[src/rtl/instr_loader_if.sv]
// Bus bundle for instr_loader: program-load pins, fetch port and status.
//   master : testbench / host side (drives pins and fetch address)
//   slave  : instr_loader side (drives instruction word and status)
//   load_en, data_strobe, data_in : program-load pins
//   fetch_addr                    : instruction fetch byte address
//   instruction_code              : fetched 16-bit word
//   load_busy/done/error          : session state flags
//   byte_count, checksum          : session progress and XOR signature
interface instr_loader_if #(
  parameter int unsigned MEM_BYTES = 32
);
  localparam int unsigned AW = $clog2(MEM_BYTES);

  logic          load_en;
  logic          data_strobe;
  logic [3:0]    data_in;
  logic [AW-1:0] fetch_addr;
  logic [15:0]   instruction_code;
  logic          load_busy;
  logic          load_done;
  logic          load_error;
  logic [AW:0]   byte_count;
  logic [7:0]    checksum;

  modport master (
    output load_en, data_strobe, data_in, fetch_addr,
    input  instruction_code, load_busy, load_done, load_error, byte_count, checksum
  );

  modport slave (
    input  load_en, data_strobe, data_in, fetch_addr,
    output instruction_code, load_busy, load_done, load_error, byte_count, checksum
  );
endinterface

[src/rtl/instr_loader.sv]
// Nibble-serial program loader into a small byte memory with a 16-bit
// instruction fetch port.
//   clk   : rising-edge clock
//   reset : synchronous active-high reset
//   bus   : instr_loader_if.slave (pins, fetch address, word and status)
// Optional feature: define INSTR_LOADER_CHECKSUM_EN to build the running
// XOR checksum of loaded bytes; otherwise checksum reads constant 0.
module instr_loader #(
  parameter int unsigned MEM_BYTES = 32
) (
  input  logic          clk,
  input  logic          reset,
  instr_loader_if.slave bus
);
  localparam int unsigned AW = $clog2(MEM_BYTES);
  localparam int unsigned CW = AW + 1;

  typedef enum logic [1:0] {IDLE, LOAD, DONE, ERR} state_t;

  state_t        state, state_n;
  logic          sync1, sync2, sync2_d;
  logic          strobe_evt;
  logic          phase, phase_n;
  logic [3:0]    low_nib, low_nib_n;
  logic [CW-1:0] count, count_n;
  logic          wr_en;
  logic [7:0]    wr_byte;
  logic [7:0]    mem [MEM_BYTES];
  logic [15:0]   instr_q;
  logic [AW-1:0] rd_lo, rd_hi;

  // Strobe pin synchronizer plus edge detector on the second flop
  always_ff @(posedge clk) begin
    if (reset) begin
      sync1   <= 1'b0;
      sync2   <= 1'b0;
      sync2_d <= 1'b0;
    end else begin
      sync1   <= bus.data_strobe;
      sync2   <= sync1;
      sync2_d <= sync2;
    end
  end

  assign strobe_evt = sync2 & ~sync2_d;

  // State and session registers
  always_ff @(posedge clk) begin
    if (reset) begin
      state   <= IDLE;
      phase   <= 1'b0;
      low_nib <= 4'h0;
      count   <= '0;
    end else begin
      state   <= state_n;
      phase   <= phase_n;
      low_nib <= low_nib_n;
      count   <= count_n;
    end
  end

  // Next-state logic; a coincident strobe is accepted before load_en is judged
  always_comb begin
    state_n   = state;
    phase_n   = phase;
    low_nib_n = low_nib;
    count_n   = count;
    wr_en     = 1'b0;
    wr_byte   = {bus.data_in, low_nib};
    case (state)
      IDLE: begin
        if (bus.load_en) begin
          state_n = LOAD;
          phase_n = 1'b0;
          count_n = '0;
        end
      end
      LOAD: begin
        if (strobe_evt) begin
          if (!phase) begin
            low_nib_n = bus.data_in;
            phase_n   = 1'b1;
          end else begin
            wr_en   = 1'b1;
            count_n = count + CW'(1);
            phase_n = 1'b0;
            if (count == CW'(MEM_BYTES - 1)) state_n = DONE;
          end
        end
        if (!bus.load_en && state_n == LOAD) begin
          state_n = phase_n ? ERR : DONE;
          phase_n = 1'b0;
        end
      end
      DONE, ERR: begin
        if (!bus.load_en) state_n = IDLE;
      end
      default: state_n = IDLE;
    endcase
  end

  // Byte memory; cleared by reset
  always_ff @(posedge clk) begin
    if (reset) begin
      for (int i = 0; i < int'(MEM_BYTES); i++) mem[i] <= 8'h00;
    end else if (wr_en) begin
      mem[count[AW-1:0]] <= wr_byte;
    end
  end

  // Word fetch: even byte low, next byte high; forced to zero while loading
  assign rd_lo = bus.fetch_addr & ~AW'(1);
  assign rd_hi = bus.fetch_addr | AW'(1);

  always_ff @(posedge clk) begin
    if (reset) instr_q <= 16'h0000;
    else if (state == LOAD) instr_q <= 16'h0000;
    else instr_q <= {mem[rd_hi], mem[rd_lo]};
  end

`ifdef INSTR_LOADER_CHECKSUM_EN
  logic [7:0] csum;

  // Running XOR, cleared on session entry, held through DONE/ERR
  always_ff @(posedge clk) begin
    if (reset) csum <= 8'h00;
    else if (state == IDLE && bus.load_en) csum <= 8'h00;
    else if (wr_en) csum <= csum ^ wr_byte;
  end

  assign bus.checksum = csum;
`else
  assign bus.checksum = 8'h00;
`endif

  assign bus.instruction_code = instr_q;
  assign bus.load_busy        = (state == LOAD);
  assign bus.load_done        = (state == DONE);
  assign bus.load_error       = (state == ERR);
  assign bus.byte_count       = count;
endmodule
[src/flat_wrapper.sv]
// flat-port wrapper written by rule: the top's interface ports become plain ports
module instr_loader_flat 
#(
  parameter int unsigned MEM_BYTES = 32
)
  (clk, reset, bus_load_en, bus_data_strobe, bus_data_in, bus_fetch_addr, bus_instruction_code, bus_load_busy, bus_load_done, bus_load_error, bus_byte_count, bus_checksum);
  instr_loader_if #(.MEM_BYTES(MEM_BYTES)) bus_i ();
  input  logic clk;
  input  logic reset;
  input wire logic [$bits(bus_i.load_en)-1:0] bus_load_en;
  input wire logic [$bits(bus_i.data_strobe)-1:0] bus_data_strobe;
  input wire logic [$bits(bus_i.data_in)-1:0] bus_data_in;
  input wire logic [$bits(bus_i.fetch_addr)-1:0] bus_fetch_addr;
  output wire logic [$bits(bus_i.instruction_code)-1:0] bus_instruction_code;
  output wire logic [$bits(bus_i.load_busy)-1:0] bus_load_busy;
  output wire logic [$bits(bus_i.load_done)-1:0] bus_load_done;
  output wire logic [$bits(bus_i.load_error)-1:0] bus_load_error;
  output wire logic [$bits(bus_i.byte_count)-1:0] bus_byte_count;
  output wire logic [$bits(bus_i.checksum)-1:0] bus_checksum;
  assign bus_i.load_en = bus_load_en;
  assign bus_i.data_strobe = bus_data_strobe;
  assign bus_i.data_in = bus_data_in;
  assign bus_i.fetch_addr = bus_fetch_addr;
  assign bus_instruction_code = bus_i.instruction_code;
  assign bus_load_busy = bus_i.load_busy;
  assign bus_load_done = bus_i.load_done;
  assign bus_load_error = bus_i.load_error;
  assign bus_byte_count = bus_i.byte_count;
  assign bus_checksum = bus_i.checksum;
  instr_loader #(.MEM_BYTES(MEM_BYTES)) u_core (.clk(clk), .reset(reset), .bus(bus_i));
endmodule
[config.mk]
export PLATFORM = sky130hd
export DESIGN_NAME = instr_loader_flat
export DESIGN_NICKNAME = d
export VERILOG_FILES = /design/src/rtl/instr_loader_if.sv /design/src/rtl/instr_loader.sv /design/src/flat_wrapper.sv
export SDC_FILE = /design/constraint.sdc
export NUM_CORES = 1
export LEC_CHECK = 0
export ABC_AREA = 1
export CAP_MARGIN = 20
export CORE_MARGIN = 2
export CORE_UTILIZATION = 25
export CTS_BUF_LIST = sky130_fd_sc_hd__clkbuf_16
export DETAILED_ROUTE_END_ITERATION = 6
export SLEW_MARGIN = 20
export SYNTH_ARGS = -nofsm -noshare
export SYNTH_HDL_FRONTEND = slang
export SYNTH_SLANG_ARGS = --single-unit
[constraint.sdc]
create_clock -name clk -period 3.1 [get_ports clk]
set_input_delay 0.62 -clock clk [delete_from_list [all_inputs] [get_ports clk]]
set_output_delay 0.62 -clock clk [all_outputs]
set_load 0.005 [all_outputs]
==> results_dict.tcl, run 1 <==
set metrics [dict create \
    synthesis.area_mm2 0.0133 \
    antenna_found_initial 3 \
    dpl_cell_area_mm2 0.0144 \
    holdPathStages 2 \
    critical_path.slowest_cell "clkdlybuf4s50_1" \
    finalCritPeriodShare_pct 77.0 \
    core_area_mm2 0.0526 \
    fin_ws_ns 0.714 \
    whs_endpoint "u_core.sync2$_SDFF_PP0_" \
    die_area_mm2 0.0550 \
    finalPower_mw 8.54 \
    r2r-start "u_core.bus.byte_count[3]$_SDFFE_PP0P_" \
    synth_common_cells "472 x nand2_1, 276 x nor2_1, 256 x edfxtp_1" \
    rrSetupSlack_ns 0.81 \
    avgSynthCellArea_um2 8.81 \
    cts_setup_buffers 0 \
    io_pins 46 \
    clk_pin_slew_ns 0.06 \
    critPathKind "register to output pin" \
    ys_ff_latch 288 \
    dp_slack_ns 0.322 \
    viasPerCell 4.43 \
    p_int_mw 6.53 \
    r2r_cells 4 \
    area_growth_pct 15.9 \
    cp-start-kind "register" \
    stdcell_area_mm2 0.0154 \
    drive_gt1_share_pct 5.80 \
    max-vdd-ir-drop_uv 390 \
    synth_cell_types 22 \
    clk_latency_ns 0.58 \
    p_leak_nw 6.30 \
    synth_top_area_cell "edfxtp_1" \
    start_util_pct 25.3 \
    grt_max_degree 129 \
    slew_headroom_pct 29.5 \
    synth_seq_area_share_pct 62.7 \
    wl_per_cell_um 15.5 \
    ys_warn_count 0 \
    synthFlopType "edfxtp_1" \
    max-clock-path-buffers 3 \
    max_stage_delay_ns 0.54 \
    overflow 0 \
    yosys-top-cells-area "edfxtp_1 58%, nand2_1 13%, nor2_1 7.8%, nand3_1 6.2%, dfxtp_1 4.8%" \
    skew_ns 0.0330 \
    crit_buf_inv 3 \
    ctsResizeCount 0 \
    path_cells "inv_1, nand2_1, inv_2, clkdlybuf4s50_1" \
    cap_violations 0 \
    drt-total-wl_mm 34.6 \
    combPwrFrac_pct 7.5 \
    clkPwrFrac_pct 41.1 \
    vias 9913 \
    critPathTopFamily "buffers and inverters" \
    final_hold_viol_count 0 \
    worstHoldStart "u_core.sync1$_SDFF_PP0_" \
    postSynth.asyncResetShare_pct 0 \
    hpwlAfterDp_mm 21.5 \
    syn_inst 1508 \
    rows 84 \
    pwr_density_cell_mw_per_mm2 554 \
    fill_cells 5563 \
    power.share.switching_pct 23.5 \
    track_usage_pct 12.6 \
    worstMarginPinSlew_ns 1.06 \
    slew_viol_final 0 \
    hold_class "register to register" \
    io_buffers 36 \
    root_buffer "clkbuf_16" \
    fmax_mhz 419 \
    met1_length_mm 15.2 \
    share_seq_of_total_power_pct 51.5 \
    top_layer_used "met5" \
    wl_met3_mm 3.18 \
    hold_buffers 0 \
    cts_sinks 288 \
    run_status "finished clean" \
    gp_congestion 0.853 \
    yosys.cell_count.top_type "nand2_1" \
    grt_pass1_wl_mm 53.6 \
    required_ns 2.48 \
    rsz0062_at_grt "no" \
    htreeDepth 1 \
    drtPass1Iterations 5 \
    dp.cells 2184 \
    nets 1546 \
    die_y_um 235 \
    switchingPower_mw 2.01 \
    final_cells 2239 \
    routed-wl-met2_mm 15.5 \
    die_x_um 235 \
    drc 0 \
    ant_nets 0 \
    final_util_pct 29.3 \
    cts_buffers 30 \
    setup_viol 0 \
    crit_path_max_fanout 6 \
    drtIter0Drc 960 \
    crit_arrival_ns 1.77 \
    grt_pass1_vias 9606 \
    antenna_cells 0 \
    final.min_clock_period_ns 2.39 \
    endpoint_kind "output pin" \
    synth-edff-count 256 \
    fin_hold_ws_ns 0.401 \
    cts_tree "yes" \
    setup_tns_ns 0 \
    r2r-end "u_core.mem[30][5]$_SDFFCE_PN0P_" \
    netlist.area_leader.share_pct 57.8 \
]
-- worst max-delay path by stage --
stage	start	endpoint	cells after the start
after floorplan	reset	u_core.mem[0][0]$_SDFFCE_PN0P_	6
after CTS	u_core.state[1]$_SDFFE_PP0P_	bus_load_busy	4
final	u_core.state[1]$_SDFFE_PP0P_	bus_load_busy	4
after global placement	reset	u_core.mem[30][5]$_SDFFCE_PN0P_	6
after global routing	u_core.state[1]$_SDFFE_PP0P_	bus_load_busy	4
after detailed placement	reset	u_core.mem[30][5]$_SDFFCE_PN0P_	6
-- final cells by class --
type / instances / area (um^2) / share of cell area (%)
Clock buffer: 30 / 751 / 4.87
Clock inverter: 25 / 206 / 1.34
Inverter: 165 / 621 / 4.03
Multi-Input combinational cell: 971 / 3990 / 25.9
Sequential cell: 288 / 8330 / 54.1
Tap cell: 688 / 861 / 5.59
Timing Repair Buffer: 72 / 648 / 4.21
-- flip-flops by register name, indices dropped and copies added (netlist names) --
| name | count |
|---|---|
| u_core.low_nib | 4 |
| u_core.mem | 256 |
| u_core.sync2 | 1 |
| u_core.sync2_d | 1 |
| u_core.phase | 1 |
| bus_instruction_code | 16 |
| u_core.state | 2 |
| u_core.bus.byte_count | 6 |
| u_core.sync1 | 1 |
-- cells in the final DEF (no fill, tap or decap), types with 2 or more instances in the layout --
master,Yosys,routed
nor2_1,276,276
clkinv_2,0,7
nand3_1,164,164
bufinv_16,0,3
a21oi_1,24,24
clkbuf_16,0,30
ha_1,5,5
dfxtp_1,32,32
clkinv_1,0,7
clkdlybuf4s50_1,0,34
o21ai_0,9,9
edfxtp_1,256,256
buf_12,0,2
inv_2,2,6
nor2_4,4,4
nand2_1,472,472
inv_1,163,166
conb_1,1,8
nor3_1,4,4
buf_4,8,35
-- cells by family (layout without fill, tap and decap cells) --
kind of cell | Yosys count | in the layout | synth area share (%)
flops | 288 | 288 | 62.7
compound gates | 35 | 35 | 1.36
simple gates | 922 | 922 | 27.9
xor+xnor | 1 | 1 | 0.0659
fa+ha+maj | 5 | 5 | 0.471
other cells | 1 | 8 | 0.0282
buf+inv | 256 | 292 | 7.52
-- layer usage --
layer  vias up  global-route usage [%]
met5         -                       0
met4         6                    2.50
met3        59                    2.69
met2       385                    20.4
met1      4646                    17.4
li1       4817                       -
-- worst register-to-register path: cells and delay by family, from the launching register on --
kind	cells	cell delay, ns
DFF	1	0.54
and+or+nand+nor	4	1.44
-- power by group through the flow --
| stage | logic (mW) | registers (mW) | clock network [mW] |
|---|---|---|---|
| 2_1_floorplan | 0.404 | 4.46 | 0 |
| 6_report | 0.639 | 4.39 | 3.51 |
| 4_1_cts | 0.636 | 4.40 | 3.57 |
| 3_3_place_gp | 0.625 | 4.47 | 0 |
| 5_1_grt | 0.711 | 4.41 | 3.73 |
| 3_5_place_dp | 0.634 | 4.48 | 0 |
Note: power is estimated with default switching activity, not from simulation.
==> run 2, diff against run 1 <==
- clock period: 3.1 -> 2.03 ns (I/O delays scaled with it)
==> results_dict.tcl, run 2 (synthesis results as in run 1) <==
set metrics [dict create \
    run_status "finished clean" \
    slew_headroom_pct 58.7 \
    root_buffer "clkbuf_16" \
    grt_max_degree 73 \
    viasPerCell 4.39 \
    io_pins 46 \
    start_util_pct 25.3 \
    max-vdd-ir-drop_uv 712 \
    final.min_clock_period_ns 1.97 \
    regMostFlops "u_core.mem" \
    skew_ns 0.0308 \
    hold_class "input pin to register" \
    setup_viol 0 \
    holdPathStages 3 \
    final_hold_viol_count 0 \
    p_leak_nw 6.73 \
    io_buffers 36 \
    crit_path_max_fanout 5 \
    crit_buf_inv 1 \
    final_cells 2306 \
    r2r_cells 9 \
    gp_congestion 0.842 \
    fmax_mhz 508 \
    final_common_cell "nand2_1" \
    overflow 0 \
    crit_arrival_ns 1.56 \
    final_util_pct 31.1 \
    r2r-start "u_core.state[1]$_SDFFE_PP0P_" \
    r2r-end "u_core.mem[9][1]$_SDFFCE_PN0P_" \
    dp_slack_ns -0.197 \
    drt-total-wl_mm 34.7 \
    drc 0 \
    max_stage_delay_ns 0.57 \
    die_y_um 235 \
    fin_ws_ns 0.0634 \
    finalCritPeriodShare_pct 96.9 \
    wl_per_cell_um 15.1 \
    rsz0062_at_grt "no" \
    required_ns 1.62 \
    critical_path.slowest_cell "clkdlybuf4s50_1" \
    rows 84 \
    pwr_density_cell_mw_per_mm2 803 \
    die_area_mm2 0.0550 \
    critPathTopFamily "buffers and inverters" \
    htreeDepth 1 \
    mostFrequentLayoutCells "462 x nand2_1, 275 x nor2_1, 256 x edfxtp_1" \
    cts_sinks 288 \
    setup_tns_ns 0 \
    worstMarginPinSlew_ns 0.619 \
    hpwlAfterDp_mm 22.2 \
    cp-start-kind "register" \
    whs_endpoint "u_core.sync1$_SDFF_PP0_" \
    grt_pass1_vias 9559 \
    clk_latency_ns 0.58 \
    antenna_found_initial 3 \
    area_growth_pct 22.9 \
    largest_reg_flops 256 \
    dpl_cell_area_mm2 0.0153 \
    dp.cells 2249 \
    nets 1612 \
    vias 10100 \
    slew_viol_final 0 \
    cts_buffers 30 \
    ant_nets 0 \
    die_x_um 235 \
    track_usage_pct 12.7 \
    cap_violations 0 \
    stdcell_area_mm2 0.0163 \
    path_cells "clkdlybuf4s50_1" \
    drtIter0Drc 1027 \
    cts_tree "yes" \
    rrSetupSlack_ns 0.16 \
    endpoint_kind "output pin" \
    core_area_mm2 0.0526 \
    hold_buffers 0 \
    critPathKind "register to output pin" \
    grt_pass1_wl_mm 53.4 \
    drtPass1Iterations 6 \
    drive_gt1_share_pct 10.7 \
    worstHoldStart "bus_data_strobe" \
    antenna_cells 0 \
    max-clock-path-buffers 3 \
    clk_pin_slew_ns 0.06 \
]
## run 2: layer usage
layer | vias to the layer above | track usage [%] | routed length [um]
met4 | 6 | 3.81 | 1050
met1 | 4716 | 17.9 | 15700
li1 | 4946 | - | -
met3 | 72 | 2.50 | 2910
met5 | - | 0 | 41
met2 | 393 | 19.5 | 15100
## run 2: how the worst max path moves through the flow
stage / from / slack [ns] / cells after the start / to
2_1_floorplan: reset / 0.24 / 6 / u_core.mem[0][0]$_SDFFCE_PN0P_
3_3_place_gp: reset / -0.18 / 7 / u_core.mem[11][2]$_SDFFCE_PN0P_
3_5_place_dp: reset / -0.20 / 7 / u_core.mem[11][4]$_SDFFCE_PN0P_
4_1_cts: u_core.state[0]$_SDFFE_PP0P_ / -0.008 / 3 / bus_load_error
5_1_grt: u_core.state[0]$_SDFFE_PP0P_ / 0.01 / 3 / bus_load_error
6_report: u_core.bus.byte_count[1]$_SDFFE_PP0P_ / 0.06 / 1 / bus_byte_count[1]
## run 2: area by class of cell
cell class              count  area, um^2
fillers                  5470       36200
clock buffers              30         751
repair buffers            138        1550
well taps                 688         861
multi-input cells         971        4020
flip-flops and latches    288        8340
inverters                 165         621
clock inverters            26         191
## run 2: where the power goes
part	switching (mW)	internal [mW]
Sequential	0.0695	6.64
Clock	2.32	2.95
Combinational	0.734	0.410
## run 2: stage by stage
step | hold WS, ns | power [mW]
CTS | 0.340 | 13.2
floorplan | 0.388 | 7.43
global route | 0.366 | 13.6
global placement | 0.391 | 7.95
detailed placement | 0.399 | 7.96
finish | 0.362 | 13.1
## run 2: repair_timing
action / 4_1_cts / 5_1_grt
pin swaps: 0 / 0
hold endpoints to repair: 0 / 0
setup endpoints to repair: 6 / 65
gates resized for setup: 9 / 12
buffers inserted: 1 / 0
gates cloned: 0 / 0
==> run 3, diff against run 2 <==
- CTS_BUF_LIST: sky130_fd_sc_hd__clkbuf_16 -> sky130_fd_sc_hd__clkbuf_4 sky130_fd_sc_hd__clkbuf_8
==> results_dict.tcl, run 3 (synthesis results as in run 1) <==
set metrics [dict create \
    drc 0 \
    run_status "finished clean" \
    slew_headroom_pct 58.7 \
    final_hold_viol_count 0 \
    nets 1629 \
    ant_nets 0 \
    drtIter0Drc 1011 \
    max-clock-path-buffers 3 \
    gp_congestion 0.842 \
    cts_buffers 47 \
    endpoint_kind "output pin" \
    max_stage_delay_ns 0.57 \
    viasPerCell 4.34 \
    fmax_mhz 513 \
    pwr_density_cell_mw_per_mm2 789 \
    p_leak_nw 6.82 \
    antenna_found_initial 3 \
    slew_viol_final 0 \
    final.min_clock_period_ns 1.95 \
    fin_ws_ns 0.0809 \
    crit_arrival_ns 1.54 \
    io_pins 46 \
    drtPass1Iterations 5 \
    dp_slack_ns -0.197 \
    core_area_mm2 0.0526 \
    critical_path.slowest_cell "clkdlybuf4s50_1" \
    die_x_um 235 \
    wl_per_cell_um 14.9 \
    area_growth_pct 23.0 \
    hold_class "input pin to register" \
    die_area_mm2 0.0550 \
    drive_gt1_share_pct 12.4 \
    grt_max_degree 73 \
    worstMarginPinSlew_ns 0.620 \
    final_common_cell "nand2_1" \
    max-vdd-ir-drop_uv 374 \
    hpwlAfterDp_mm 22.2 \
    crit_buf_inv 1 \
    skew_ns 0.0511 \
    start_util_pct 25.3 \
    cts_tree "yes" \
    grt_pass1_vias 9691 \
    antenna_cells 0 \
    crit_path_max_fanout 4 \
    critPathTopFamily "buffers and inverters" \
    die_y_um 235 \
    root_buffer "clkbuf_8" \
    cp-start-kind "register" \
    rows 84 \
    required_ns 1.62 \
    cts_sinks 288 \
    largest_reg_flops 256 \
    overflow 0 \
    path_cells "clkdlybuf4s50_1" \
    fin_hold_ws_ns 0.353 \
    grt_pass1_wl_mm 53.9 \
    clk_latency_ns 0.59 \
    htreeDepth 2 \
    regMostFlops "u_core.mem" \
    critPathKind "register to output pin" \
    rsz0062_at_grt "no" \
    io_buffers 36 \
    setup_viol 0 \
    vias 10200 \
    finalCritPeriodShare_pct 96.0 \
    mostFrequentLayoutCells "462 x nand2_1, 275 x nor2_1, 256 x edfxtp_1" \
    cap_violations 0 \
    clk_pin_slew_ns 0.06 \
    track_usage_pct 12.8 \
    drt-total-wl_mm 34.9 \
]
-- run 3: cell types whose count changed in the layout (fill, tap and decap cells not counted), moves of 2 or more --
cell | before | now
clkdlybuf4s50_1 | 32 | 28
clkbuf_4 | 0 | 15
clkbuf_16 | 30 | 0
clkbuf_8 | 0 | 51
clkinvlp_4 | 3 | 0
dlygate4sd2_1 | 2 | 4
dlymetal6s2s_1 | 0 | 2
clkinv_1 | 11 | 13
-- run 3: per-stage QoR --
step / utilization [%] / setup TNS [ns] / total power, mW / cell area, um^2 / std cells
after floorplan: - / 0 / 7.43 / 13300 / 1515
final: 31.1 / 0 / 12.9 / 16300 / 2338
after global routing: 31.1 / 0 / 13.4 / 16300 / 2338
after detailed placement: 29.2 / -28.50 / 7.96 / 15300 / 2249
after global placement: 29.2 / -29.92 / 7.95 / 15300 / 2249
after CTS: 31.0 / 0 / 13.0 / 16300 / 2338
-- run 3: tightest hold or removal path, stage by stage --
cell             delay, ns
clkdlybuf4s50_1       0.39
inv_1                 0.05
nor2_1                0.03
-- run 3: final timing paths --
path	start	end	cells past startpoint	slack, ns
worst max-delay path	u_core.bus.byte_count[0]$_SDFFE_PP0P_	bus_byte_count[0]	1	0.08
worst min-delay path	bus_data_strobe	u_core.sync1$_SDFF_PP0_	3	0.35
worst max register to register	u_core.state[1]$_SDFFE_PP0P_	u_core.mem[9][6]$_SDFFCE_PN0P_	9	0.15
worst min register to register	u_core.sync1$_SDFF_PP0_	u_core.sync2$_SDFF_PP0_	2	0.40
-- run 3: final cells by class --
cell class              instances  area [um^2]
multi-input cells             971         4020
clock buffers                  66          815
well taps                     688          861
fillers                      5470        36200
flip-flops and latches        288         8340
repair buffers                138         1560
clock inverters                22          134
inverters                     165          621
-- run 3: routing by layer --
layer,global-route usage [%],vias to the layer above,share of wire [%]
li1,-,4986,-
met2,19.6,379,44
met1,17.9,4715,44
met4,3.73,6,2.3
met3,2.96,68,9.4
met5,0,-,0.11
-- run 3: report_power, final --
group,leakage [nW],switching (mW),internal [mW]
Clock,0.505,2.30,2.74
Sequential,2.91,0.0691,6.64
Combinational,3.40,0.732,0.409
-- run 3: what timing repair did --
item,4_1_cts,5_1_grt
setup endpoints to repair,7,67
gates cloned,0,0
gates resized for setup,13,12
buffers inserted,1,0
hold buffers,0,0
